### config.mk
export PLATFORM = sky130hd
export DESIGN_NAME = round_sequencer
export DESIGN_NICKNAME = d
export VERILOG_FILES = /design/src/rtl/round_sequencer.sv
export SDC_FILE = /design/constraint.sdc
export NUM_CORES = 1
export LEC_CHECK = 0
export CAP_MARGIN = 20
export CORE_MARGIN = 2
export CORE_UTILIZATION = 47
export CTS_CLUSTER_DIAMETER = 100
export DETAILED_ROUTE_END_ITERATION = 12
export GPL_TIMING_DRIVEN = 0
export PLACE_DENSITY = 0.75
export SYNTH_ARGS = -nofsm -noshare
export SYNTH_HDL_FRONTEND = slang
export SYNTH_SLANG_ARGS = --single-unit
export TNS_END_PERCENT = 30
### constraint.sdc
create_clock -name clk -period 2.5 [get_ports clk]
set_clock_uncertainty 0.15 [all_clocks]
set_input_delay 0.5 -clock clk [delete_from_list [all_inputs] [get_ports clk]]
set_output_delay 0.5 -clock clk [all_outputs]
set_load 0.01 [all_outputs]
### src/rtl/round_sequencer.sv
// round_sequencer: game round controller.
// Sequences each round through pattern generation, pattern display and player
// input via req/done handshakes, then scores the round, waits an optional
// gap and starts the next round until NUM_ROUNDS rounds have been played.
//
// Ports:
//   clk          system clock, all logic on posedge
//   rst          synchronous active-low reset
//   start        one-cycle pulse, begins a game with the sampled level
//   abort        synchronous abort back to IDLE
//   level        one-hot level select (001 = L1, 010 = L2, 100 = L3)
//   gen_req      pattern-generate request   / gen_done  completion
//   show_req     pattern-display request    / show_done completion
//   inp_req      player-input request       / inp_done  completion
//   match        round-win flag, valid with inp_done
//   seq_len      pattern length of the latched level
//   level_q      latched level
//   round_count  completed rounds
//   score        won rounds
//   busy         game in progress (not IDLE/DONE)
//   game_over    game finished, held until start or abort
//   timeout_flag sticky: some round of this game timed out
//   level_err    one-cycle pulse: start with a non-one-hot level
module round_sequencer #(
   parameter int unsigned NUM_ROUNDS     = 10,
   parameter int unsigned LEN_L1         = 4,
   parameter int unsigned LEN_L2         = 8,
   parameter int unsigned LEN_L3         = 16,
   parameter int unsigned MAX_LEN        = 16,
   parameter int unsigned GAP_CYCLES     = 4,
   parameter int unsigned TIMEOUT_CYCLES = 0,
   localparam int unsigned LW = $clog2(MAX_LEN + 1),
   localparam int unsigned RW = $clog2(NUM_ROUNDS + 1)
) (
   input  logic          clk,
   input  logic          rst,
   input  logic          start,
   input  logic          abort,
   input  logic [2:0]    level,
   output logic          gen_req,
   input  logic          gen_done,
   output logic          show_req,
   input  logic          show_done,
   output logic          inp_req,
   input  logic          inp_done,
   input  logic          match,
   output logic [LW-1:0] seq_len,
   output logic [2:0]    level_q,
   output logic [RW-1:0] round_count,
   output logic [RW-1:0] score,
   output logic          busy,
   output logic          game_over,
   output logic          timeout_flag,
   output logic          level_err
);

   // Counters only need to reach LIMIT-1; keep at least one bit when disabled.
   localparam int unsigned TW = (TIMEOUT_CYCLES > 1) ? $clog2(TIMEOUT_CYCLES) : 1;
   localparam int unsigned GW = (GAP_CYCLES > 1) ? $clog2(GAP_CYCLES) : 1;

   typedef enum logic [2:0] {
      S_IDLE,
      S_GEN,
      S_SHOW,
      S_INPUT,
      S_SCORE,
      S_GAP,
      S_DONE
   } state_t;

   state_t          state_q, state_n;
   logic            win_q, win_n;
   logic [TW-1:0]   tcnt_q, tcnt_n;
   logic [GW-1:0]   gcnt_q, gcnt_n;
   logic [RW-1:0]   round_n, score_n;
   logic [2:0]      level_n;
   logic [LW-1:0]   len_n;
   logic            tflag_n;
   logic            lerr_n;

   // Pattern length of a one-hot level.
   function automatic logic [LW-1:0] level_len(input logic [2:0] lv);
      case (lv)
         3'b001:  level_len = LW'(LEN_L1);
         3'b010:  level_len = LW'(LEN_L2);
         3'b100:  level_len = LW'(LEN_L3);
         default: level_len = '0;
      endcase
   endfunction

   // State and registered outputs; outputs are decoded from the next state so
   // each req is high exactly while its state is active.
   always_ff @(posedge clk) begin
      if (!rst) begin
         state_q      <= S_IDLE;
         win_q        <= 1'b0;
         tcnt_q       <= '0;
         gcnt_q       <= '0;
         round_count  <= '0;
         score        <= '0;
         level_q      <= 3'b000;
         seq_len      <= '0;
         timeout_flag <= 1'b0;
         level_err    <= 1'b0;
         gen_req      <= 1'b0;
         show_req     <= 1'b0;
         inp_req      <= 1'b0;
         busy         <= 1'b0;
         game_over    <= 1'b0;
      end else begin
         state_q      <= state_n;
         win_q        <= win_n;
         tcnt_q       <= tcnt_n;
         gcnt_q       <= gcnt_n;
         round_count  <= round_n;
         score        <= score_n;
         level_q      <= level_n;
         seq_len      <= len_n;
         timeout_flag <= tflag_n;
         level_err    <= lerr_n;
         gen_req      <= (state_n == S_GEN);
         show_req     <= (state_n == S_SHOW);
         inp_req      <= (state_n == S_INPUT);
         busy         <= (state_n != S_IDLE) && (state_n != S_DONE);
         game_over    <= (state_n == S_DONE);
      end
   end

   // Next-state and next-value logic; abort beats start and every done.
   always_comb begin
      state_n = state_q;
      win_n   = win_q;
      tcnt_n  = tcnt_q;
      gcnt_n  = gcnt_q;
      round_n = round_count;
      score_n = score;
      level_n = level_q;
      len_n   = seq_len;
      tflag_n = timeout_flag;
      lerr_n  = 1'b0;

      if (abort) begin
         state_n = S_IDLE;
         win_n   = 1'b0;
         tcnt_n  = '0;
         gcnt_n  = '0;
         round_n = '0;
         score_n = '0;
         level_n = 3'b000;
         len_n   = '0;
         tflag_n = 1'b0;
      end else begin
         case (state_q)
            S_IDLE, S_DONE: begin
               if (start) begin
                  if ($onehot(level)) begin
                     level_n = level;
                     len_n   = level_len(level);
                     round_n = '0;
                     score_n = '0;
                     tflag_n = 1'b0;
                     state_n = S_GEN;
                  end else begin
                     lerr_n = 1'b1;
                  end
               end
            end
            S_GEN: begin
               if (gen_done) state_n = S_SHOW;
            end
            S_SHOW: begin
               if (show_done) begin
                  tcnt_n  = '0;
                  state_n = S_INPUT;
               end
            end
            S_INPUT: begin
               // inp_done takes precedence over a same-cycle expiry
               if (inp_done) begin
                  win_n   = match;
                  state_n = S_SCORE;
               end else if ((TIMEOUT_CYCLES > 0) && (tcnt_q == TW'(TIMEOUT_CYCLES - 1))) begin
                  win_n   = 1'b0;
                  tflag_n = 1'b1;
                  state_n = S_SCORE;
               end else if (TIMEOUT_CYCLES > 0) begin
                  tcnt_n = tcnt_q + TW'(1);
               end
            end
            S_SCORE: begin
               round_n = round_count + RW'(1);
               score_n = score + RW'(win_q);
               if (round_count == RW'(NUM_ROUNDS - 1)) begin
                  state_n = S_DONE;
               end else if (GAP_CYCLES > 0) begin
                  gcnt_n  = '0;
                  state_n = S_GAP;
               end else begin
                  state_n = S_GEN;
               end
            end
            S_GAP: begin
               if (gcnt_q == GW'(GAP_CYCLES - 1)) begin
                  state_n = S_GEN;
               end else begin
                  gcnt_n = gcnt_q + GW'(1);
               end
            end
            default: state_n = S_IDLE;
         endcase
      end
   end

endmodule

Word-level counts from Yosys, hierarchy flattened

Index checks and enable logic that the tools add are counted.

Add/subtract/negate cells: 5
Equality and inequality tests: 21
Muxes and demuxes: 18
Bitwise operators: 3
Reduce and logical (&&, ||, !) cells: 12

Operators by type and width:

| operator            | number |
|---|---|
| $mux 3              | 7 |
| $pmux 3 s6          | 1 |
| $pmux 4 s2          | 2 |
| $eq 3x2->1 const B  | 5 |
| $eq 3x3->1 const B  | 5 |
| $pmux 5 s3          | 1 |
| $eq 3x1->1 const B  | 3 |
| $reduce_and 3->1    | 3 |
| $mux 4              | 2 |
| $ne 2x2->1 const B  | 4 |
| $mux 2              | 3 |
| $add 4x1->4         | 1 |
| $add 4x1->4 const B | 1 |
| $eq 4x4->1 const B  | 1 |
| $pmux 2 s2          | 1 |
| $reduce_bool 2->1   | 2 |
| $reduce_or 2->1     | 2 |
| $reduce_or 4->1     | 1 |
| $logic_not 3->1     | 1 |
| $ne 3x3->1 const B  | 1 |
| $not 1->1           | 3 |
| $reduce_bool 3->1   | 1 |
| $add 1x1->2         | 1 |
| $add 2x1->2         | 1 |
| other kinds (6)     | 6 |

Flip-flop bits (word level): 28
Bits of input ports: 11
Output and inout bits: 23

Logic depth before layout (Yosys ltp)

Gate-level depths: netlist of the first run.

Depth after elaboration: 9
Depth in mapped cells: 7
Gate-level depth less buffers: 7

Least setup slack after synthesis of the first run

No wires, ideal clock.

Kind: input port to flip-flop
Start point: input port level[0]
End point: register round_count[1]
Library setup time: 128 ps
Data arrival time: 2105 ps
Required time: 2222 ps
Setup slack: 118 ps
Cell stages on the path: 6
Buffers on the path: 1
Cell sequence: fa_1 -> nand3b_4 -> or4_4 -> buf_2 -> a31oi_1 -> nor2_1

Cells in the longest elaborated chain, start to end: 5

Ends and longest elaborated chain:

| element                           | RTL line | text |
|---|---|---|
| from (decl)                       | 39       | `input logic [2:0] level,` |
| $add 1x1->2 (not written as such) | 156      | `if ($onehot(level)) begin` |
| $add 2x1->2 (not written as such) | 156      |  |
| $eq 2x1->1                        | 156      |  |
| $ne 2x2->1 (no line)              | -        |  |
| $reduce_and 3->1 (no line)        | -        |  |
| to (signal assigned)              | 115      | `round_count <= round_n;` |
| to (decl)                         | 49       | `output logic [RW-1:0] round_count,` |

Every way passes these cells.
A chain may end at the register's enable or synchronous reset.

Worst setup path in the final report of the first run

Same ends and word-level chain as after synthesis.

==> results.cfg, run 1 <==
[global_route]
overflow = 0
antenna_found_initial = 0
met1_usage_pct = 22.6
grtUsageTotal_pct = 18.8
use_met3_pct = 2.76
grt_max_degree = 15
grt_pass1_wl_mm = 4.74
grt_busiest_layer = met2
grt_pass1_vias = 1083
global_route.usage.met2_pct = 33.4

[timing]
worst_pin_slew_ns = 0.500
slew_viol_final = 0
whs_ns = 0.315
slew_headroom_pct = 66.6
finalSetupViolations = 0
hold_viol_final = 0
period_share_pct = 97.1
fmax_mhz = 412
period_needed_ns = 2.43

[synth]
seq_area_frac_synth_pct = 40.0
ys_types = 45
synth-seq-cells = 26
ys_warn_count = 0
synthArstFlopShare_pct = 0
synth_edf_count = 0
synth.area.top_cells = dfxtp_1 40%, ha_1 4.8%, a21oi_1 4.6%
syn_area_um2 = 1300
netlist.area_leader.share_pct = 40.0
synth.avg_cell_area_um2 = 9.22
synth_top_flop_cell = dfxtp_1
synth_top_area_cell = dfxtp_1
synthCells = 141

[clock_tree]
cts.clk_slew.worst_paths_ns = 0.14
numCtsBuffers = 3
cts_buffer_depth = 2
cts-root-buf = clkbuf_4
htree_levels = 1
tritoncts = built
clk_latency_ns = 0.33
clock-sinks = 26
cts_hold_buf = 0

[setup_path]
critical_path_class = input pin to flip-flop
path_cells = dlygate4sd2_1 > fa_1 > nand3b_4 > or4_4 > buf_6 > a31oi_1 > nor2_1
crit_path_max_incr_delay_ns = 0.63
required_ns = 2.56
critPathMaxFanout = 10
end_kind = flip-flop
startpoint_type = input pin
critPathArrivalTime_ns = 2.49
slowest_stage = fa_1

[power_and_ir_drop]
powerDensity_nw_per_um2 = 427
p_total_uw = 729
p_leak_uw = 0.000666
vdd_ir_drop_max_mv = 0.309

[outcome]
outcome = completed

[drt]
drtIter0Drc = 21
vias_per_cell = 5.36
first_pass_iters = 4
ant_nets = 0
drt-total-wl_mm = 2.88
post-route-drc-count = 0
vias = 1132
wl_per_cell_um = 13.7

[floorplanning]
die-width_um = 56.6
core_area_um2 = 2690
fp.dieH_um = 56.6
start_util_pct = 48.4
num_rows = 19
fp.dieArea_um2 = 3200
boundaryPins = 34

[finish]
multiInputGateArea_um2 = 708
fin_cells = 211
nFillCells = 228
diodes = 0
final_nets = 198
drive_above_1_share_pct = 15.0
regArea_um2 = 520
areaGrowthSynthToFinish_pct = 31.4

[placed_design]
placedCellCount = 204
gp_congestion = 0.841
dp.final_hpwl_mm = 2.07
port_buffers = 30

[job]
drv_cap = 0

[hold_path]
min_path_type = flip-flop to flip-flop
## critical path, delay by kind of cell
kind,cells,cell delay (ns)
AO/OA/AOI/OAI,1,0.16
AND/OR/NAND/NOR,3,0.74
buffers and inverters,2,0.45
adder cells (fa/ha/maj),1,0.63
## path summary, 6_finish.rpt
path	start	end	slack [ns]	depth (start not counted)
min	seq_len[3]	seq_len[3]	0.32	2
min reg2reg	seq_len[3]	seq_len[3]	0.32	2
max	level[0]	round_count[1]	0.07	7
max reg2reg	state_q[1]	gen_req	0.67	7
## synth_stat cells (all sizes together), types with 3 or more instances
master / number
o211ai: 3
xor2: 5
inv: 6
nor2b: 5
a21oi: 12
nand3: 5
nor2: 15
dfxtp: 26
ha: 5
nand2: 12
o21ai: 5
nand2b: 5
buf: 7
## layout by cell type (no fill, tap or decap), drive strengths merged, types with 3 or more instances in the layout
master,synthesis,routed
ha,5,5
a21oi,12,12
nand2,12,12
clkbuf,2,6
nor2,15,15
nand2b,5,5
clkdlybuf4s50,0,27
inv,6,6
o211ai,3,3
dlygate4sd2,0,3
buf,7,10
o21ai,5,5
conb,1,3
dfxtp,26,26
xor2,5,5
nor2b,5,5
nand3,5,5
## metal layers
metal	routed length, um	up-vias
met3	158	6
met4	63	0
li1	-	560
met1	1280	523
met5	0	-
met2	1380	43
## state kept, by name, summed over array words and instances, names as in the netlist
signal and cells:
seq_len 3, busy 1, inp_req 1, gen_req 1
game_over 1, score 4, level_err 1, show_req 1
round_count 4, win_q 1, gcnt_q 2, level_q 3
state_q 3
## through the flow
stage | setup slack [ns] | util (%) | TNS [ns] | instance area, um2
after global routing | -0.00128 | 63.6 | -0.00128 | 1710
final | 0.0728 | 63.6 | 0 | 1710
after global placement | -0.575 | 61.3 | -9.24 | 1650
after floorplan | 0.118 | - | 0 | 1310
after CTS | 0.00471 | 62.5 | 0 | 1680
after detailed placement | -0.655 | 61.3 | -10.84 | 1650
## area by class of cell
cell class	instances	area share (%)
flip-flops and latches	26	30.5
well taps	31	2.27
repair buffers	33	18.7
inverters	6	1.32
clock buffers	4	2.12
multi-input cells	102	41.5
plain buffers	9	3.66
## where the power goes
part / switching [uW] / total [uW] / internal (uW)
clock network: 128 / 217 / 89.2
registers: 1.38 / 420 / 418
logic: 46.2 / 92.2 / 46.0
total: 176 / 729 / 553
## timing repair
item / CTS / global route
resized for setup: 3 / 3
hold endpoints to repair: 0 / 0
buffers inserted: 0 / 3
setup endpoints to repair: 20 / 9
pin swaps: 2 / 2
## logic make-up after synthesis
| logic type | share of synthesized area, % |
|---|---|
| muxes | 1.64 |
| AOI/OAI and AO/OA | 16.0 |
| DFF | 40.0 |
| other | 0.288 |
| buffers and inverters | 6.06 |
| and+or+nand+nor | 26.3 |
| adders and majority gates | 6.35 |
| xor gates and xnor gates | 3.37 |
Power figures use the tool's default switching activity.
==> inputs of run 2 (changes only) <==
--- a/config.mk
+++ b/config.mk
@@ -6,12 +6,11 @@
 export NUM_CORES = 1
 export LEC_CHECK = 0
 export CAP_MARGIN = 20
-export CORE_MARGIN = 2
 export CORE_UTILIZATION = 47
 export CTS_CLUSTER_DIAMETER = 100
 export DETAILED_ROUTE_END_ITERATION = 12
 export GPL_TIMING_DRIVEN = 0
-export PLACE_DENSITY = 0.75
+export PLACE_DENSITY = 0.78
 export SYNTH_ARGS = -nofsm -noshare
 export SYNTH_HDL_FRONTEND = slang
 export SYNTH_SLANG_ARGS = --single-unit
==> results.cfg, run 2 (same netlist as run 1, synthesis figures left out) <==
[clock_tree]
htree_levels = 1
cts.clk_slew.worst_paths_ns = 0.15
clock-sinks = 26
numCtsBuffers = 3
tritoncts = built
cts-root-buf = clkbuf_4
clk_latency_ns = 0.33
cts_buffer_depth = 2

[setup_path]
required_ns = 2.57
crit_buf_inv = 2
critical_path_class = input pin to flip-flop
cp_top_family = simple AND/OR/NAND/NOR gates
startpoint_type = input pin
critPathArrivalTime_ns = 2.49
slowest_stage = fa_1
crit_path_max_incr_delay_ns = 0.63
path_cells = dlygate4sd2_1 > fa_1 > nand3b_4 > or4_4 > buf_6 > a31oi_1 > nor2_1
critPathMaxFanout = 10
end_kind = flip-flop

[floorplanning]
fp.dieH_um = 54.6
fp.dieArea_um2 = 2980
start_util_pct = 51.1
core_area_um2 = 2540
num_rows = 18
die-width_um = 54.6
boundaryPins = 34

[global_route]
grtUsageTotal_pct = 21.1
antenna_found_initial = 0
overflow = 0
grt_pass1_vias = 1035
grt_pass1_wl_mm = 4.49
grt_max_degree = 16

[power_and_ir_drop]
p_leak_uw = 0.000673
vdd_ir_drop_max_mv = 0.462
powerDensity_nw_per_um2 = 465

[finish]
final_cell_mix = 27 x clkdlybuf4s50_1, 26 x dfxtp_1, 15 x nor2_1, 12 x a21oi_1, 11 x nand2_1
multiInputGateArea_um2 = 708
final_common_cell = clkdlybuf4s50_1
nFillCells = 201
reg_top3 = round_count: 4 flops, score: 4 flops
areaGrowthSynthToFinish_pct = 32.5
drive_above_1_share_pct = 15.0
post-route-util_pct = 67.7
regArea_um2 = 520
finalInstanceArea_um2 = 1720
final_nets = 198
diodes = 0

[timing]
fmax_mhz = 414
finalSetupViolations = 0
slew_viol_final = 0
period_needed_ns = 2.41
setup_ws_ns = 0.0869
period_share_pct = 96.5
hold_viol_final = 0
rsz0062_at_grt = false

[drt]
vias = 1138
drt-total-wl_mm = 2.96
ant_nets = 0
vias_per_cell = 5.42
post-route-drc-count = 0
wl_per_cell_um = 14.1
drtIter0Drc = 23
first_pass_iters = 4

[placed_design]
dp.final_hpwl_mm = 2.22
gp_congestion = 0.771
port_buffers = 30
place_ws_ns = -0.619
place_area_um2 = 1650

[hold_path]
min_path_type = flip-flop to flip-flop

[job]
drv_cap = 0

[outcome]
outcome = completed
==> run 2: cell count changes in the layout (fill, tap and decap cells not counted) <==
cell and delta:
bufinv_16 +1, clkbuf_8 -1
==> run 2: final timing paths <==
path | cells past startpoint | endpoint | startpoint | slack, ns
setup reg to reg | 6 | busy | round_count[0] | 0.67
hold / removal | 2 | level_q[0] | level_q[0] | 0.31
hold reg to reg | 2 | level_q[0] | level_q[0] | 0.31
setup / recovery | 7 | round_count[1] | level[0] | 0.09
==> run 2: stage by stage <==
step / power (uW) / hold WS [ns] / setup TNS [ns] / cells
after floorplan: 477 / 0.318 / 0 / 143
after global placement: 511 / 0.294 / -9.51 / 203
after detailed placement: 513 / 0.299 / -10.13 / 203
after CTS: 799 / 0.315 / 0 / 207
after global routing: 830 / 0.338 / 0 / 210
final: 801 / 0.313 / 0 / 210
==> run 2: area by class of cell <==
class,instances,share of cell area (%)
clock inverters,1,1.74
flip-flops and latches,26,30.2
well taps,30,2.18
multi-input cells,102,41.1
plain buffers,9,3.63
inverters,6,1.31
repair buffers,33,18.5
clock buffers,3,1.31
==> run 2: worst reg2reg max path, cell delays in order (launching register included) <==
cell      delay, ns
dfxtp_1        0.45
ha_1           0.19
nand3b_1       0.17
a32o_1         0.26
a211oi_2       0.27
or2_4          0.19
o21ai_0        0.07
==> run 2: repair_timing <==
action                     CTS  global route
hold buffers                 0             0
pin swaps                    2             2
setup endpoints to repair   20             7
buffers inserted             0             3
resized for setup            3             3
==> run 2: where the power goes <==
group / total [uW] / switching, uW / internal [uW]
clock network: 290 / 128 / 162
registers: 420 / 1.35 / 418
logic: 91.4 / 45.4 / 46.1
total: 801 / 175 / 627
==> run 2: metal layers <==
layer | up-vias | wire length [um] | global-route usage, %
li1 | 563 | - | -
met1 | 532 | 1240 | 23.9
met2 | 38 | 1580 | 39.6
met3 | 5 | 115 | 3.33
met4 | 0 | 24 | 6.41
met5 | - | 0 | 0
